**src/rtl/hyperram_pkg.sv**
```systemverilog
// Shared definitions for the HyperRAM port arbiter and its helpers.
//   ADDR_W / DATA_W / STRB_W : widths of the controller bus fields
//   state_t                  : arbiter FSM encoding (IDLE, WAIT)
package hyperram_pkg;

  localparam int ADDR_W = 32;
  localparam int DATA_W = 16;
  localparam int STRB_W = 2;

  typedef enum logic {
    IDLE = 1'b0,
    WAIT = 1'b1
  } state_t;

endpackage

```
**src/rtl/hyperram_arbiter_rr_picker.sv**
```systemverilog
// rr_picker: combinational rotating priority encoder.
// Ports:
//   pend  in  NPORTS  candidate request bits
//   rr    in  IDXW    last served index; search starts at rr+1, rr is last
//   valid out 1       at least one candidate present
//   idx   out IDXW    chosen index (meaningful only when valid=1)
module rr_picker #(
  parameter int NPORTS = 2,
  parameter int IDXW   = (NPORTS > 1) ? $clog2(NPORTS) : 1
) (
  input  logic [NPORTS-1:0] pend,
  input  logic [IDXW-1:0]   rr,
  output logic              valid,
  output logic [IDXW-1:0]   idx
);

  logic [NPORTS-1:0] rot;
  int                step;
  int                sum;

  always_comb begin
    // Rotate so that bit 0 of rot corresponds to port rr+1 (mod NPORTS).
    rot   = NPORTS'({pend, pend} >> (int'(rr) + 1));
    valid = |rot;
    step  = 0;
    // Descending scan: the lowest set rotated bit wins.
    for (int k = NPORTS - 1; k >= 0; k--) begin
      if (rot[k]) step = k;
    end
    sum = int'(rr) + 1 + step;
    if (sum >= NPORTS) sum = sum - NPORTS;
    idx = IDXW'(sum);
  end

endmodule

```
**src/rtl/hyperram_arbiter.sv**
```systemverilog
// hyperram_arbiter: shares the HyperRAM controller toggle-handshake port
// between NPORTS requesters with round-robin grant and optional lock.
//
// Handshake: every port (and the controller link) uses toggle req/ack.
// A request is outstanding while req != ack; the responder completes it by
// making ack equal to req again. The requester must hold its fields stable
// until its own ack toggles.
//
// Ports:
//   clk, reset                  clock, synchronous active-high reset
//   req/ack                     per-port request/acknowledge toggles
//   lock                        per-port ownership hold
//   as/we/linear_burst/a/d/ds   per-port transaction fields
//   q                           per-port registered read data
//   mem_req/mem_ack             controller request/acknowledge toggles
//   mem_as/we/linear_burst/a/d/ds  forwarded transaction fields
//   mem_q                       controller read data
//   busy                        transaction outstanding at the controller
//   owner                       last or current granted port
//   fsm_state                   FSM state, for observation
module hyperram_arbiter
  import hyperram_pkg::*;
#(
  parameter int NPORTS = 2,
  parameter int IDXW   = (NPORTS > 1) ? $clog2(NPORTS) : 1
) (
  input  logic                     clk,
  input  logic                     reset,
  input  logic [NPORTS-1:0]        req,
  output logic [NPORTS-1:0]        ack,
  input  logic [NPORTS-1:0]        lock,
  input  logic [NPORTS-1:0]        as,
  input  logic [NPORTS-1:0]        we,
  input  logic [NPORTS-1:0]        linear_burst,
  input  logic [ADDR_W*NPORTS-1:0] a,
  input  logic [DATA_W*NPORTS-1:0] d,
  input  logic [STRB_W*NPORTS-1:0] ds,
  output logic [DATA_W*NPORTS-1:0] q,
  output logic                     mem_req,
  input  logic                     mem_ack,
  output logic                     mem_as,
  output logic                     mem_we,
  output logic                     mem_linear_burst,
  output logic [ADDR_W-1:0]        mem_a,
  output logic [DATA_W-1:0]        mem_d,
  output logic [STRB_W-1:0]        mem_ds,
  input  logic [DATA_W-1:0]        mem_q,
  output logic                     busy,
  output logic [IDXW-1:0]          owner,
  output state_t                   fsm_state
);

  logic [NPORTS-1:0] pend;
  logic [NPORTS-1:0] eligible;
  logic [IDXW-1:0]   rr;
  logic              has_grant;
  logic              locked;
  logic              pick_valid;
  logic [IDXW-1:0]   pick_idx;

  assign pend = req ^ ack;

  // Lock only applies once owner really refers to a past grant.
  assign locked = has_grant && lock[owner];

  always_comb begin
    eligible = pend;
    if (locked) eligible = pend & (NPORTS'(1) << owner);
  end

  rr_picker #(
    .NPORTS (NPORTS),
    .IDXW   (IDXW)
  ) u_picker (
    .pend  (eligible),
    .rr    (rr),
    .valid (pick_valid),
    .idx   (pick_idx)
  );

  always_ff @(posedge clk) begin
    if (reset) begin
      ack              <= '0;
      q                <= '0;
      mem_req          <= 1'b0;
      mem_as           <= 1'b0;
      mem_we           <= 1'b0;
      mem_linear_burst <= 1'b0;
      mem_a            <= '0;
      mem_d            <= '0;
      mem_ds           <= '0;
      busy             <= 1'b0;
      owner            <= '0;
      rr               <= '0;
      has_grant        <= 1'b0;
      fsm_state        <= IDLE;
    end else begin
      case (fsm_state)
        IDLE: begin
          if (pick_valid) begin
            owner            <= pick_idx;
            has_grant        <= 1'b1;
            mem_as           <= as[pick_idx];
            mem_we           <= we[pick_idx];
            mem_linear_burst <= linear_burst[pick_idx];
            mem_a            <= a[pick_idx*ADDR_W +: ADDR_W];
            mem_d            <= d[pick_idx*DATA_W +: DATA_W];
            mem_ds           <= ds[pick_idx*STRB_W +: STRB_W];
            mem_req          <= ~mem_req;
            busy             <= 1'b1;
            fsm_state        <= WAIT;
          end
        end
        WAIT: begin
          // Completion; q is copied on writes too (value is don't-care).
          if (mem_ack == mem_req) begin
            q[owner*DATA_W +: DATA_W] <= mem_q;
            ack[owner]                <= ~ack[owner];
            busy                      <= 1'b0;
            rr                        <= owner;
            fsm_state                 <= IDLE;
          end
        end
        default: fsm_state <= IDLE;
      endcase
    end
  end

endmodule

```
**config.mk**
```make
export PLATFORM = sky130hd
export DESIGN_NAME = hyperram_arbiter
export DESIGN_NICKNAME = d
export VERILOG_FILES = /design/src/rtl/hyperram_pkg.sv /design/src/rtl/hyperram_arbiter_rr_picker.sv /design/src/rtl/hyperram_arbiter.sv
export SDC_FILE = /design/constraint.sdc
export NUM_CORES = 1
export LEC_CHECK = 0
export ABC_AREA = 1
export ABC_CLOCK_PERIOD_IN_PS = 1500
export CELL_PAD_IN_SITES_DETAIL_PLACEMENT = 0
export CELL_PAD_IN_SITES_GLOBAL_PLACEMENT = 2
export CORE_MARGIN = 3
export CORE_UTILIZATION = 18
export DETAILED_ROUTE_END_ITERATION = 10
export GPL_TIMING_DRIVEN = 0
export PLACE_DENSITY = 0.84
export SETUP_SLACK_MARGIN = 0.1
export SYNTH_ARGS = -nofsm -noshare
export SYNTH_HDL_FRONTEND = slang
export SYNTH_SLANG_ARGS = --single-unit
export TNS_END_PERCENT = 50
```
**constraint.sdc**
```tcl
create_clock -name clk -period 1.5 [get_ports clk]
set_clock_uncertainty 0.15 [all_clocks]
set_input_delay 0.45 -clock clk [delete_from_list [all_inputs] [get_ports clk]]
set_output_delay 0.45 -clock clk [all_outputs]
set_load 0.02 [all_outputs]
```
==> results by group, run 1 <==
Timing
  – Final setup fails: 57
  – Setup ws final: -0.2366 ns
  – RSZ-0062 raised after global routing: yes
  – Slew Limit Fails: 0
  – Slew margin rel.: 71.64%
  – Final Hold Viols: 0
  – Post-layout min period: 1.737 ns
  – Slew at the pin closest to its max-slew limit: 0.4254 ns
  – Max frequency: 575.8 MHz
  – Final period utilization: 115.8%

Pwr
  – Peak supply drop: 461.2 µV
  – LEAKAGE: 3.780 nW
  – Final Power: 9.844 mW
  – Pwr/cell area: 1178 nW/µm²

Clock network
  – Num CTS Buffers: 9
  – Root Buffer: clkbuf_16
  – Clock Latency Late Sink: 0.34 ns
  – CTS tree: built
  – CTS H-tree depth: 3
  – CTS sink count: 93
  – Longest Clk Path Bufs: 2
  – Clock slew at reported path FFs: 0.07 ns

Setup path
  – Worst Reg-to-Reg Cells: 10
  – Critical Path Fanout Max: 5
  – CP Class: register to register
  – Terminus of the critical flop-to-flop path: mem_d[11]
  – WP data arrival: 1.82 ns
  – CP Launch Type: register
  – RR Startpoint: ack[1]
  – Register-to-register setup slack: -0.24 ns
  – Worst EP required: 1.59 ns
  – Crit end category: register

Detailed routing
  – WL/cell: 15.19 µm
  – Detailed-route via count: 5,121
  – Router iterations before antenna repair: 4
  – Post-route DRC: 0
  – Via/cell ratio: 4.117
  – DRT iter0 DRCs: 268
  – Post-route ant nets: 0
  – WL final: 18,900 µm

Synth
  – Cell accounting for the most synthesized area: dfxtp_1
  – Commonest cells in the netlist: 174 x nor2_1, 93 x dfxtp_1, 89 x o21ai_0, 63 x inv_1, 62 x nand2_1
  – Main combinational cell family by area after synthesis: simple AND/OR/NAND/NOR gates
  – Library cells used by synthesis: 23
  – Post-synth EDFFs: 0
  – Post-Syn Instances: 651
  – Xor/xnor share of the synthesized area: 0.2022%
  – Most common cell in the netlist: nor2_1
  – Adder-cell share of the synthesized area: 0%
  – Main synth FF type: dfxtp_1
  – Syn. warnings: 0
  – Syn Area/Cell: 6.654 µm²
  – Syn_nets: 780
  – Yosys top cell area share: 42.98%
  – Async S/R FF share, synth: 0%
  – Post-synthesis compound-gate area fraction: 17.68%
  – Mux share of post-synthesis cell area: 0%
  – Sequential share of the synthesized area: 42.98%
  – Mapped Area: 4332 µm²
  – Post-Synth Simple-Gate Area: 28.11%
  – Main area contributors after synthesis: dfxtp_1 43%, nor2_1 15%, o21ai_0 10%
  – Synth Register Bits: 93

Layout
  – Share of post-route cells with drive strength above 1: 35.54%
  – Final nets: 1,047
  – Finished Cell Area: 8353 µm²
  – Final Util: 35.48%
  – Area grow syn2layout: 92.84%
  – Post-Layout Cell Count: 1,244

Global routing
  – Initial antenna violation count: 2
  – Met3 usage in global routing: 4.411%
  – Tot GR Track Use: 13.97%
  – Largest net degree at the start of global routing: 17
  – Met1 Track Usage GR: 18.66%
  – Grt peak-use layer: met2
  – Vias in the first global route: 4,954
  – Grt ovf: 0
  – Met2 usage: 21.54%
  – First-pass GRT wire length: 28,470 µm

Place
  – Area after DPL: 6987 µm²
  – DP HPWL: 13,250 µm
  – Cell count after placement: 1,189
  – Final Wtd Congestion: 0.7853
  – Number of port buffers: 219

Die
  – Ports: 220
  – Die height: 161.1 µm
  – Row cnt: 56
  – Die area: 25,960 µm²
  – Initial Util: 18.40%
  – Core area: 23,540 µm²
  – Die W: 161.1 µm

Flow run
  – MaxCap Viol Count: 0

Hold path
  – Hold Crit Start: busy
  – Hold Crit Class: register to register
  – WHS Endpoint: busy
  – Hold path depth: 2

Outcome
  – Status: finished, violations left
  – Failing checks: setup timing
[registers in the layout (all words and copies together), names as in the netlist]
name and count:
mem_req 1, mem_d 16, mem_we 1, mem_linear_burst 1, mem_a 32, mem_as 1, rr 1, ack 2
q 32, busy 1, has_grant 1, mem_ds 2, owner 1, fsm_state 1
[cell families (layout without fill, tap and decap cells)]
kind of cell,after synthesis,after routing
and+or+nand+nor,297,297
AOI/OAI and AO/OA,150,150
buffers and inverters,110,382
DFF,93,93
xor gates and xnor gates,1,1
other,0,2
[cells in the final DEF (no fill, tap or decap), drive strengths merged, types with 2 or more instances in the layout]
| cell | instances |
|---|---|
| buf | 150 |
| nand2 | 63 |
| inv | 64 |
| o21ai | 90 |
| clkinv | 5 |
| clkdlybuf4s50 | 122 |
| dlygate4sd2 | 5 |
| clkbuf | 34 |
| nor2 | 175 |
| diode | 2 |
| dfxtp | 93 |
| nand3 | 57 |
| a21oi | 58 |
[routing by layer]
metal  up-vias  wire, µm
met4         0       385
met2       172      8469
met3        22      1380
li1       2618         -
met1      2309      8665
met5         -         0
[stage by stage]
| step | hold slack, ns | setup TNS, ns | setup WS, ns |
|---|---|---|---|
| final | 0.3244 | -9.076 | -0.2366 |
| after global routing | 0.3471 | -16.59 | -0.3595 |
| after floorplan | 0.3328 | -5.137 | -0.1372 |
| after detailed placement | 0.3042 | -90.56 | -1.154 |
| after CTS | 0.3140 | -20.13 | -0.3402 |
| after global placement | 0.2924 | -90.33 | -1.158 |
[critical path: stages (launching register included)]
cell and delay, ns:
dfxtp_4 0.36, xor2_2 0.16, nand2_2 0.11, a21oi_4 0.18, buf_12 0.14, buf_12 0.12
buf_12 0.10, buf_8 0.12, nand2_2 0.06, nor2_2 0.08, nor2_1 0.04
[area by class of cell]
type	count	area, µm²
antenna	2	5.005
buffer	46	478.0
clock buffer	10	239.0
clock inverter	6	45.04
fill	2575	15190
inverter	64	251.5
multi-input combinational	448	2303
sequential	93	1952
tap	319	399.1
timing repair buffer	256	2680
[worst max-delay path by stage]
stage               startpoint         to  slack (ns)  depth (start not counted)
floorplan               req[1]  mem_d[11]       -0.14                          8
global placement         reset      q[22]       -1.16                          6
detailed placement       reset      q[24]       -1.15                          6
CTS                     ack[1]  mem_d[12]       -0.34                         10
global route             owner  mem_a[27]       -0.36                         10
finish                  ack[1]  mem_d[11]       -0.24                         10
[what timing repair did]
action,CTS,global route
gates cloned,5,2
pin swaps,22,24
endpoints found under the setup margin,184,184
setup buffers,24,8
resized for setup,490,318
hold buffers,0,0
[power by group]
| group | internal, mW | leakage (nW) | total (mW) | switching, mW |
|---|---|---|---|---|
| clock | 1.19 | 0.143 | 2.29 | 1.10 |
| combinational | 2.16 | 2.84 | 4.31 | 2.15 |
| sequential | 2.94 | 0.792 | 3.25 | 0.306 |
No activity file was read; power rests on OpenSTA's default activity.
==> inputs of run 2 (changes only) <==
--- a/config.mk
+++ b/config.mk
@@ -15,6 +15,8 @@
 export GPL_TIMING_DRIVEN = 0
 export PLACE_DENSITY = 0.84
 export SETUP_SLACK_MARGIN = 0.1
+export SKIP_LAST_GASP = 1
+export SLEW_MARGIN = 20
 export SYNTH_ARGS = -nofsm -noshare
 export SYNTH_HDL_FRONTEND = slang
 export SYNTH_SLANG_ARGS = --single-unit
==> results by group, run 2 (synthesis gave the netlist of run 1 again) <==
Outcome
  – Status: finished, violations left
  – Failing checks: setup timing

Timing
  – Max frequency: 563.2 MHz (-2.2%)
  – Slew Limit Fails: 0 (unchanged)
  – RSZ-0062 raised after global routing: yes
  – Final setup fails: 104 (+82%)
  – Total Neg Setup Slack: -15.54 ns (-6.463 ns)
  – Setup ws final: -0.2756 ns (-0.03904 ns)
  – WHS: 0.3271 ns (+0.002775 ns)
  – Slew at the pin closest to its max-slew limit: 0.4256 ns (+0.0001781 ns)
  – Slew margin rel.: 71.63% (about the same)
  – Post-layout min period: 1.776 ns (+0.03904 ns)
  – Final Hold Viols: 0 (unchanged)
  – Final period utilization: 118.4% (+2.6 points)

Detailed routing
  – WL/cell: 15.03 µm (-1.1%)
  – Via/cell ratio: 4.085 (-0.77%)
  – Post-route DRC: 0 (unchanged)
  – DRT iter0 DRCs: 215 (-20%)
  – Post-route ant nets: 0 (unchanged)
  – Router iterations before antenna repair: 4 (unchanged)
  – WL final: 18,750 µm (-0.82%)
  – Detailed-route via count: 5,094 (-0.53%)

Place
  – Number of port buffers: 219 (unchanged)
  – Cell count after placement: 1,189 (unchanged)
  – Area after DPL: 6987 µm² (unchanged)
  – DP HPWL: 13,250 µm (unchanged)
  – Final Wtd Congestion: 0.7853 (unchanged)

Clock network
  – Clock Latency Late Sink: 0.34 ns (about the same)
  – Num CTS Buffers: 9 (unchanged)
  – Root Buffer: clkbuf_16
  – CTS H-tree depth: 3 (unchanged)
  – CTS sink count: 93 (unchanged)
  – Clock slew at reported path FFs: 0.07 ns (about the same)
  – Longest Clk Path Bufs: 2 (unchanged)
  – CTS tree: built

Global routing
  – Grt ovf: 0 (unchanged)
  – Initial antenna violation count: 2 (unchanged)
  – Largest net degree at the start of global routing: 17 (unchanged)
  – Vias in the first global route: 4,953 (-0.020%)
  – Tot GR Track Use: 14.01% (+0.039 points)
  – First-pass GRT wire length: 28,520 µm (+0.17%)

Flow run
  – MaxCap Viol Count: 0 (unchanged)

Layout
  – Post-Layout Cell Count: 1,247 (+0.24%)
  – Final nets: 1,050 (+0.29%)
  – Top flop regs: mem_a: 32 flops, q: 32 flops, mem_d: 16 flops
  – # fillers: 2,569 (-0.23%)
  – Most common cell after layout, fill and taps aside: nor2_1
  – Area grow syn2layout: 91.39%
  – Register area: 1929 µm² (-1.2%)
  – Share of post-route cells with drive strength above 1: 28.83% (-6.7 points)
  – Area of the multi-input gates: 2321 µm² (+0.76%)
  – Finished Cell Area: 8290 µm² (-0.75%)
  – Commonest cells after routing, fill and taps aside: 147 x nor2_1, 122 x clkdlybuf4s50_1, 79 x o21ai_0, 59 x inv_1, 53 x nand3_1

Die
  – Die W: 161.1 µm (unchanged)
  – Row cnt: 56 (unchanged)
  – Die area: 25,960 µm² (unchanged)
  – Ports: 220 (unchanged)
  – Die height: 161.1 µm (unchanged)
  – Initial Util: 18.40% (unchanged)
  – Core area: 23,540 µm² (unchanged)

Setup path
  – CP Launch Type: input pin
  – Worst EP required: 1.59 ns (about the same)
  – Cell family with most CP delay: buffers and inverters
  – WP data arrival: 1.86 ns (+0.04 ns)
  – Slowest CP cell: dlygate4sd2_1
  – Worst-path cell chain: dlygate4sd2_1 -> inv_1 -> nand2_2 -> nand3_4 -> a21oi_4 -> buf_12 -> buf_12 -> buf_12 -> buf_8 -> nand2_1 -> nor2_1 -> nor2_1
  – Crit end category: register
  – CP Buf/Inv Count: 6 (+2)
  – CP Class: input pin to register
  – Crit-path max cell delay: 0.23 ns (-0.13 ns)
  – Cell mode on critical path: buf_12
  – Critical Path Fanout Max: 5 (unchanged)

Pwr
  – Pwr/cell area: 1167 nW/µm² (-1.0%)
  – Peak supply drop: 456.1 µV (-1.1%)
  – LEAKAGE: 3.854 nW (+1.9%)

Hold path
  – Hold Crit Class: register to register
-- run 2: cell count changes in the layout (fill, tap and decap cells not counted), sizes merged --
cell         change
dlygate4sd2     +46
buf             -45
clkbuf           +2
-- run 2: worst min-delay path: stages, from the launching register on --
cell and delay [ns]:
dfxtp_1 0.34, nand2_1 0.05, o21ai_0 0.05
-- run 2: through the flow --
| stage | worst slack (ns) | power (mW) | util, % |
|---|---|---|---|
| after floorplan | -0.1372 | 4.953 | - |
| after global placement | -1.158 | 6.610 | 29.68 |
| after detailed placement | -1.154 | 6.607 | 29.68 |
| after CTS | -0.3402 | 9.316 | 33.32 |
| after global routing | -0.3874 | 10.30 | 35.21 |
| final | -0.2756 | 9.673 | 35.21 |
-- run 2: timing repair --
item	in CTS	in global routing
gates cloned	5	2
hold buffers	0	0
setup buffers	24	10
endpoints found under the setup margin	184	184
pin swaps	22	30
resized for setup	258	292
-- run 2: final cells by class --
type                    instances  share of cell area (%)
diodes                          2                 0.06037
inverters                      64                   3.034
clock buffers                  10                   2.883
repair buffers                259                   31.80
well taps                     319                   4.814
plain buffers                  46                   5.599
multi-input cells             448                   28.00
flip-flops and latches         93                   23.27
clock inverters                 6                  0.5433
-- run 2: final timing paths --
check               from        end  slack (ns)  cells after the start
setup / recovery  req[0]  mem_d[13]       -0.28                     12
hold / removal      busy       busy        0.33                      2
setup reg to reg  ack[1]  mem_d[13]       -0.27                     10
hold reg to reg     busy       busy        0.33                      2
-- run 2: where the power goes --
| part | internal [mW] | total [mW] | switching, mW |
|---|---|---|---|
| clock | 1.19 | 2.28 | 1.10 |
| combinational | 2.04 | 4.20 | 2.16 |
| sequential | 2.93 | 3.19 | 0.259 |
-- run 2: metal layers --
| layer | wire length, µm | track usage [%] | share of wire, % | up-vias |
|---|---|---|---|---|
| met3 | 1357 | 4.360 | 7.2 | 21 |
| met2 | 8267 | 21.70 | 44 | 166 |
| met5 | 0 | 0 | 0 | - |
| met1 | 8788 | 18.67 | 47 | 2284 |
| met4 | 333 | 4.380 | 1.8 | 0 |
| li1 | - | - | - | 2623 |
==> inputs of run 3 (changes only) <==
--- a/config.mk
+++ b/config.mk
@@ -7,13 +7,12 @@
 export LEC_CHECK = 0
 export ABC_AREA = 1
 export ABC_CLOCK_PERIOD_IN_PS = 1500
-export CELL_PAD_IN_SITES_DETAIL_PLACEMENT = 0
-export CELL_PAD_IN_SITES_GLOBAL_PLACEMENT = 2
+export CAP_MARGIN = 10
 export CORE_MARGIN = 3
-export CORE_UTILIZATION = 18
+export CORE_UTILIZATION = 36
 export DETAILED_ROUTE_END_ITERATION = 10
 export GPL_TIMING_DRIVEN = 0
-export PLACE_DENSITY = 0.84
+export PLACE_DENSITY = 0.83
 export SETUP_SLACK_MARGIN = 0.1
 export SKIP_LAST_GASP = 1
 export SLEW_MARGIN = 20
==> results by group, run 3 (synthesis gave the netlist of run 1 again) <==
Setup path
  – WP data arrival: 1.75 ns (-0.11 ns)
  – Crit end category: register
  – CP Launch Type: input pin
  – Worst EP required: 1.58 ns (about the same)
  – Critical Path Fanout Max: 8 (+3)
  – CP Class: input pin to register

Pwr
  – Pwr/cell area: 1213 nW/µm² (+3.9%)
  – Peak supply drop: 771.5 µV (+69%)
  – LEAKAGE: 3.793 nW (-1.6%)
  – Final Power: 9.612 mW (-0.63%)

Layout
  – # fillers: 942 (-63%)
  – Most common cell after layout, fill and taps aside: nor2_1
  – Share of post-route cells with drive strength above 1: 30.30% (+1.5 points)
  – Commonest cells after routing, fill and taps aside: 151 x nor2_1, 122 x clkdlybuf4s50_1, 80 x o21ai_0, 77 x buf_6, 58 x inv_1
  – Final Util: 68.54% (+33 points)
  – N_diodes: 0 (-2)
  – Post-Layout Cell Count: 1,067 (-14%)
  – Area grow syn2layout: 82.99%
  – Final nets: 1,048 (-0.19%)
  – Top flop regs: mem_a: 32 flops, q: 32 flops, mem_d: 16 flops

Clock network
  – Longest Clk Path Bufs: 2 (unchanged)
  – CTS sink count: 93 (unchanged)
  – Clock slew at reported path FFs: 0.07 ns (about the same)
  – Root Buffer: clkbuf_16
  – Num CTS Buffers: 9 (unchanged)
  – Clock Latency Late Sink: 0.34 ns (about the same)
  – CTS tree: built
  – CTS H-tree depth: 3 (unchanged)
  – CTS Hold Bufs: 0 (unchanged)

Timing
  – RSZ-0062 raised after global routing: yes
  – Final Hold Viols: 0 (unchanged)
  – Final setup fails: 88 (-15%)
  – Slew margin rel.: 75.12% (+3.5 points)
  – WHS: 0.3230 ns (-0.004133 ns)
  – Slew at the pin closest to its max-slew limit: 0.3732 ns (-0.05237 ns)
  – Final period utilization: 111.5% (-6.9 points)
  – Slew Limit Fails: 0 (unchanged)
  – Setup ws final: -0.1728 ns (+0.1028 ns)
  – Max frequency: 597.8 MHz (+6.1%)
  – Post-layout min period: 1.673 ns (-0.1028 ns)

Place
  – Number of port buffers: 219 (unchanged)
  – DP HPWL: 11,560 µm (-13%)
  – Cell count after placement: 1,013 (-15%)
  – Final Wtd Congestion: 0.8530 (+8.6%)
  – Dpl ws: -1.003 ns (+0.1509 ns)

Die
  – Ports: 220 (unchanged)
  – Row cnt: 39 (-30%)
  – Die W: 115.7 µm (-28%)
  – Initial Util: 37.46% (+19 points)
  – Die area: 13,380 µm² (-48%)
  – Die height: 115.7 µm (-28%)
  – Core area: 11,560 µm² (-51%)

Detailed routing
  – Via/cell ratio: 4.828 (+18%)
  – Router iterations before antenna repair: 4 (unchanged)
  – Post-route ant nets: 0 (unchanged)
  – WL/cell: 15.25 µm (+1.4%)
  – WL final: 16,270 µm (-13%)
  – Detailed-route via count: 5,151 (+1.1%)
  – Post-route DRC: 0 (unchanged)
  – DRT iter0 DRCs: 354 (+65%)

Hold path
  – Hold Crit Class: register to register

Global routing
  – Grt ovf: 0 (unchanged)
  – Initial antenna violation count: 0 (-2)
  – Vias in the first global route: 4,988 (+0.71%)
  – First-pass GRT wire length: 24,370 µm (-15%)
  – Tot GR Track Use: 23.11% (+9.1 points)
  – Largest net degree at the start of global routing: 17 (unchanged)

Outcome
  – Status: finished, violations left
  – Failing checks: setup timing

Flow run
  – MaxCap Viol Count: 0 (unchanged)
## run 3: changes by cell type in the layout (fill, tap and decap cells not counted), moves of 4 or more
cell           change
a21oi_1            +9
dlygate4sd2_1     -17
buf_12             -6
o21ai_1            +7
buf_8              -5
nand2_2            +4
nor2_4            -10
buf_6             +26
a21oi_2            -8
dfxtp_2           +15
nor2_2             +6
nor2_1             +4
dfxtp_1           -14
o21ai_2            -8
## run 3: worst max-delay path: stages
cell and delay [ns]:
dlygate4sd2_1 0.25, nand2_2 0.12, nand4_4 0.22, buf_6 0.20
buf_4 0.17, nand3_1 0.14, nand2_4 0.06, nor2_2 0.09
nor2_1 0.05
## run 3: final timing paths
kind,start,end,slack [ns],cells past startpoint
worst max-delay path,req[0],mem_a[10],-0.17,9
worst min-delay path,ack[0],ack[0],0.32,1
worst max register to register,ack[0],mem_d[5],-0.17,10
worst min register to register,ack[0],ack[0],0.32,1
## run 3: repair_timing
item | in CTS | in global routing
buffers inserted | 29 | 2
cloned | 5 | 2
endpoints found under the hold margin | 0 | 0
endpoints found under the setup margin | 184 | 184
gates resized for setup | 347 | 273
pin swaps | 28 | 38
## run 3: routing by layer
metal / track usage [%] / routed length (µm) / share of wire [%]
met5: 0 / 0 / 0
met4: 6.497 / 218 / 1.3
met3: 9.399 / 1602 / 9.8
met2: 41.47 / 8144 / 50
met1: 25.16 / 6306 / 39
## run 3: cell type report
type | count | area (µm²) | share of cell area (%)
Timing Repair Buffer | 257 | 2629 | 33.16
Multi-Input combinational cell | 448 | 2206 | 27.83
Sequential cell | 93 | 1944 | 24.53
Buffer | 46 | 419.2 | 5.288
Inverter | 64 | 250.2 | 3.157
Clock buffer | 10 | 229.0 | 2.889
Tap cell | 143 | 178.9 | 2.257
Clock inverter | 6 | 70.07 | 0.8840
## run 3: through the flow
stage	setup TNS (ns)	instance area (µm²)
after global placement	-77.45	6766
after global routing	-19.04	7926
after floorplan	-5.137	4395
final	-10.11	7926
after CTS	-14.90	7616
after detailed placement	-78.84	6766
## run 3: where the power goes
part | switching [mW] | internal [mW] | total, mW
sequential | 0.266 | 2.94 | 3.21
clock | 1.02 | 1.31 | 2.33
combinational | 2.08 | 2.00 | 4.08
total | 3.36 | 6.25 | 9.61
